$ cat src/rtl/fir_tap_sequencer.sv
// fir_tap_sequencer: circular delay line and coefficient store that streams one clear beat
// followed by NUM_TAPS (x[n-k], h[k]) beats per accepted sample to a downstream MAC.
module fir_tap_sequencer #(
    parameter int DATA_WIDTH  = 18,
    parameter int COEFF_WIDTH = 18,
    parameter int NUM_TAPS    = 16,
    localparam int AW = $clog2(NUM_TAPS)
) (
    input  logic                   clk,
    input  logic                   rst_n,
    input  logic                   enable,
    input  logic [DATA_WIDTH-1:0]  s_data,
    input  logic                   s_valid,
    output logic                   s_ready,
    input  logic                   coeff_wr_en,
    input  logic [AW-1:0]          coeff_wr_addr,
    input  logic [COEFF_WIDTH-1:0] coeff_wr_data,
    output logic                   coeff_wr_drop,
    output logic [DATA_WIDTH-1:0]  mac_data,
    output logic [COEFF_WIDTH-1:0] mac_coeff,
    output logic                   mac_valid,
    input  logic                   mac_ready,
    output logic                   mac_clear,
    output logic                   mac_last,
    output logic                   busy,
    output logic [15:0]            sample_count
);
    typedef enum logic [1:0] {IDLE, CLEAR, TAPS} state_t;
    localparam logic [AW-1:0] LAST = AW'(NUM_TAPS - 1);

    state_t                 r_state, w_state_n;
    logic [AW-1:0]          r_k, w_k_n, r_rd_ptr, w_rd_n, r_wr_ptr;
    logic [DATA_WIDTH-1:0]  r_dline [NUM_TAPS];
    logic [COEFF_WIDTH-1:0] r_coeff [NUM_TAPS];
    logic                   w_acc, w_fire, w_coeff_ok, w_valid_n;

    assign w_acc      = s_valid & s_ready & enable;
    // A beat the MAC has seen must advance even if enable drops in that cycle.
    assign w_fire     = mac_valid & mac_ready;
    assign w_coeff_ok = coeff_wr_en & ~busy & (32'(coeff_wr_addr) < NUM_TAPS);
    assign w_valid_n  = enable & (w_state_n != IDLE);

    always_comb begin
        w_state_n = r_state;
        w_k_n     = r_k;
        w_rd_n    = r_rd_ptr;
        case (r_state)
            IDLE: if (w_acc) begin
                w_state_n = CLEAR;
                w_rd_n    = r_wr_ptr;
            end
            CLEAR: if (w_fire) begin
                w_state_n = TAPS;
                w_k_n     = '0;
            end
            TAPS: if (w_fire) begin
                w_state_n = (r_k == LAST) ? IDLE : TAPS;
                w_k_n     = (r_k == LAST) ? '0 : r_k + AW'(1);
                w_rd_n    = (r_rd_ptr == '0) ? LAST : r_rd_ptr - AW'(1);
            end
            default: w_state_n = IDLE;
        endcase
    end

    always_ff @(posedge clk or negedge rst_n) begin
        if (!rst_n) begin
            r_state       <= IDLE;
            r_k           <= '0;
            r_rd_ptr      <= '0;
            r_wr_ptr      <= '0;
            sample_count  <= '0;
            coeff_wr_drop <= 1'b0;
            s_ready       <= 1'b0;
            busy          <= 1'b0;
            mac_valid     <= 1'b0;
            mac_clear     <= 1'b0;
            mac_last      <= 1'b0;
            mac_data      <= '0;
            mac_coeff     <= '0;
        end else begin
            r_state       <= w_state_n;
            r_k           <= w_k_n;
            r_rd_ptr      <= w_rd_n;
            if (w_acc) begin
                r_wr_ptr     <= (r_wr_ptr == LAST) ? '0 : r_wr_ptr + AW'(1);
                sample_count <= sample_count + 16'd1;
            end
            coeff_wr_drop <= coeff_wr_en & ~w_coeff_ok;
            s_ready       <= enable & (w_state_n == IDLE);
            busy          <= w_state_n != IDLE;
            mac_valid     <= w_valid_n;
            mac_clear     <= w_valid_n & (w_state_n == CLEAR);
            mac_last      <= w_valid_n & (w_state_n == TAPS) & (w_k_n == LAST);
            mac_data      <= (w_state_n == TAPS) ? r_dline[w_rd_n] : '0;
            mac_coeff     <= (w_state_n == TAPS) ? r_coeff[w_k_n] : '0;
        end
    end

    always_ff @(posedge clk or negedge rst_n) begin
        if (!rst_n) begin
            for (int i = 0; i < NUM_TAPS; i++) begin
                r_dline[i] <= '0;
                r_coeff[i] <= '0;
            end
        end else begin
            if (w_acc) r_dline[r_wr_ptr] <= s_data;
            if (w_coeff_ok) r_coeff[coeff_wr_addr] <= coeff_wr_data;
        end
    end
endmodule
$ cat config.mk
export PLATFORM = sky130hd
export DESIGN_NAME = fir_tap_sequencer
export DESIGN_NICKNAME = d
export VERILOG_FILES = /design/src/rtl/fir_tap_sequencer.sv
export SDC_FILE = /design/constraint.sdc
export NUM_CORES = 1
export LEC_CHECK = 0
export CAP_MARGIN = 20
export CORE_UTILIZATION = 60
export CTS_CLUSTER_SIZE = 12
export DETAILED_ROUTE_END_ITERATION = 12
export GPL_TIMING_DRIVEN = 0
export PLACE_DENSITY = 0.78
export SLEW_MARGIN = 5
export SYNTH_ARGS = -nofsm -noshare
export SYNTH_HDL_FRONTEND = slang
export SYNTH_SLANG_ARGS = --single-unit
$ cat constraint.sdc
create_clock -name clk -period 6.5 [get_ports clk]
set_input_delay 1.3 -clock clk [delete_from_list [all_inputs] [get_ports clk]]
set_output_delay 1.3 -clock clk [all_outputs]
set_load 0.02 [all_outputs]
==> summary.txt <==
Outcome: completed
# clock sinks: 648
P&R area growth vs syn: 14.03%
Inserted Clock Buffers: 68
Yosys top cell area share: 55.77%
Worst IR Drop VDD: 0.0002536 V
Clock latency reported for the late side of the worst-skew pair: 0.62 ns
Layout cell share with drive strength beyond 1: 26.60%
Endpoint of the most critical setup path: mac_coeff[17]$_DFF_PN0_
Placer congestion estimate: 0.8906
Syn Inst Count: 2,481
Critical path class: input port to flip-flop
Detailed Place HPWL: 52.97 mm
Number of levels the H-tree was split into: 3
Pin count of the biggest net entering global routing: 127
Path class of the lowest-slack min-delay path: flip-flop to flip-flop
Clock root cell: sky130_fd_sc_hd__clkbuf_16
Max-cap violations: 0
Routed wire length: 74.29 mm
Count of antenna-violating nets left after detailed routing: 0
Share of flip-flops with an asynchronous set or reset after synthesis: 100.0%
CORE AREA: 47,750 um2
Cell variety after synth: 53
Clock skew: 0.03478 ns
Largest area contributor in the netlist: sky130_fd_sc_hd__dfrtp_1
Dominant cell by count in the synthesized netlist: sky130_fd_sc_hd__dfrtp_1
Vias in the first global route: 21,460
Top Ports: 104
Final cycle utilization of the critical path: 72.79%
Worst R2R End: mac_coeff[17]$_DFF_PN0_
Total Nets Final: 2,718
P_leak: 14.81 nW
Die height: 222.1 um
Total Die Area: 49,340 um2
Number of buffers inserted by hold repair at cts: 0
Post-synthesis sequential area ratio: 55.77%
Drt wl/cell: 22.41 um
Depth of the worst register-to-register path: 11
R2R setup slack: 1.80 ns
Most frequent cells after synthesis: sky130_fd_sc_hd__dfrtp_1 (648), sky130_fd_sc_hd__mux2_2 (576), sky130_fd_sc_hd__nand2_1 (490)
Syn Area/Cell: 11.72 um2
Worst max-slew margin expressed relative to the limit: 28.95%
Antenna violations before repair: 0
Dominant cells by area after synthesis: sky130_fd_sc_hd__dfrtp_1 (56%), sky130_fd_sc_hd__mux2_2 (22%), sky130_fd_sc_hd__nand2_1 (6.3%), sky130_fd_sc_hd__nand3_1 (2.6%), sky130_fd_sc_hd__clkbuf_1 (1.7%)
Count of input and output buffers: 101
Buffers inserted by post-CTS timing repair: 0
Slew @ Worst Pin: 1.062 ns
Vias per Instance: 6.199
Number of iterations in the first detailed-routing pass: 8
Drc violations: 0
X dimension of the die: 222.1 um
Clock period minus worst slack: 4.731 ns
Total of warnings raised by yosys: 0
Critical path data arrival time: 5.16 ns
Critical path startpoint category: input port
Cell area power density: 431.3 nW/um2
Number of cell rows: 80
Initial core utilization: 60.90%
Crit. End Element: flip-flop
Unrepaired setup endpoints after global routing: false
Number of nets produced by synthesis: 2,538
WP data required: 6.93 ns
Launch point of the worst path: mac_ready
Wire length of the first global-routing pass: 117.8 mm
Post-CTS Resized: 0
Clock tree from TritonCTS: built
Post-Syn Area: 29,080 um2
Pins over their slew limit: 0
Final hold violations: 0
Summed negative setup slack over all endpoints: 0 ns
Total via count after detailed routing: 20,550
Maximum clock frequency: 211.4 MHz
Power consumption: 0.01430 W
CTS clock-pin slew for the worst setup and hold paths: 0.06 ns
Violation count after the first detailed-routing iteration: 1,752
Most frequently used flop master after synthesis: sky130_fd_sc_hd__dfrtp_1
Reg-to-reg critical path startpoint: r_state[0]$_DFF_PN0_
Count of flip-flops with a built-in enable after synthesis: 0
Number of setup violations in the final report: 0
Overall fraction of global-route tracks in use: 30.69%
Congestion Overflow GR: 0
Yosys reg bits: 648
Maximum fanout along the worst path: 10
Max Buffers Root-to-Sink: 3
## final cells by class
type,count,area [um2]
Sequential cell,648,16220
Clock inverter,9,77.57
Buffer,182,724.4
Tap cell,615,769.5
Inverter,14,52.55
Multi-Input combinational cell,1637,12080
Timing Repair Buffer,110,1199
Fill cell,3339,14590
Clock buffer,99,2032
Antenna cell,1,2.502
## critical path, stage by stage
cell,delay [ns]
sky130_fd_sc_hd__buf_2,0.17
sky130_fd_sc_hd__nand2_1,0.18
sky130_fd_sc_hd__o211a_1,0.19
sky130_fd_sc_hd__nor3_2,0.68
sky130_fd_sc_hd__clkinv_1,0.63
sky130_fd_sc_hd__nor2_1,0.81
sky130_fd_sc_hd__clkbuf_1,0.71
sky130_fd_sc_hd__nand3_1,0.20
sky130_fd_sc_hd__nand4_1,0.14
sky130_fd_sc_hd__o22ai_1,0.14
## where the power goes
group          switching [W]  leakage [nW]  internal [W]  total (W)
Combinational        0.00260          5.33       0.00192    0.00453
Sequential          0.000710          8.44       0.00533    0.00604
Clock                0.00158          1.04       0.00216    0.00373
## how the worst min path moves through the flow
stage / start / end / slack (ns) / depth (start not counted)
2_1_floorplan: r_dline[277]$_DFFE_PN0P_ / r_dline[277]$_DFFE_PN0P_ / 0.47 / 1
3_3_place_gp: sample_count[15]$_DFFE_PN0P_ / sample_count[15]$_DFFE_PN0P_ / 0.46 / 1
3_5_place_dp: sample_count[15]$_DFFE_PN0P_ / sample_count[15]$_DFFE_PN0P_ / 0.47 / 1
4_1_cts: sample_count[15]$_DFFE_PN0P_ / sample_count[15]$_DFFE_PN0P_ / 0.48 / 1
5_1_grt: sample_count[15]$_DFFE_PN0P_ / sample_count[15]$_DFFE_PN0P_ / 0.49 / 1
6_report: sample_count[15]$_DFFE_PN0P_ / sample_count[15]$_DFFE_PN0P_ / 0.48 / 1
## layout by cell type, fill, tap and decap left out, types with 17 or more instances in the layout
master,count
sky130_fd_sc_hd__a211oi_1,36
sky130_fd_sc_hd__nor2_1,25
sky130_fd_sc_hd__mux2i_1,17
sky130_fd_sc_hd__clkbuf_16,71
sky130_fd_sc_hd__a221o_1,20
sky130_fd_sc_hd__a21oi_1,40
sky130_fd_sc_hd__and2_1,43
sky130_fd_sc_hd__a32o_1,36
sky130_fd_sc_hd__clkbuf_1,142
sky130_fd_sc_hd__nand3_1,152
sky130_fd_sc_hd__buf_2,26
sky130_fd_sc_hd__nand2_1,490
sky130_fd_sc_hd__o22ai_1,36
sky130_fd_sc_hd__clkdlybuf4s50_1,100
sky130_fd_sc_hd__a31oi_1,37
sky130_fd_sc_hd__buf_1,27
sky130_fd_sc_hd__mux2_2,576
sky130_fd_sc_hd__nand4_1,38
sky130_fd_sc_hd__dfrtp_1,648
## flip-flops by register name (all words and copies together) (netlist names), 4 cells and up
signal / cells
r_rd_ptr: 4
mac_coeff: 18
r_k: 4
r_coeff: 288
mac_data: 18
sample_count: 16
r_dline: 288
r_wr_ptr: 4
## per-stage QoR
step	util [%]	cell area (um2)	hold slack (ns)	instances	setup WS, ns
floorplan	-	29080	0.4721	2481	3.221
finish	69.44	33160	0.4757	3315	1.769
global route	69.44	33150	0.4941	3314	1.843
detailed placement	65.02	31040	0.4691	3206	1.264
CTS	69.44	33150	0.4767	3314	1.918
global placement	64.63	30860	0.4614	3197	-23.31
## per-layer routing
layer  vias to the layer above  GRT usage [%]  wire length (um)
li1                       9075              -                 -
met2                       724          51.84             37030
met4                         0          14.63              3106
met5                         -              0                 0
met1                     10550          38.78             29920
met3                       203          4.824              4228
## cells by family after synthesis
family / after synthesis / synth area share (%)
AOI/OAI and AO/OA: 230 / 5.788
xor gates and xnor gates: 17 / 0.5121
DFF: 648 / 55.77
buffers and inverters: 196 / 2.672
adders and majority gates: 11 / 0.4734
and+or+nand+nor: 786 / 11.89
muxes: 593 / 22.89
(Power assumes the default switching activity.)
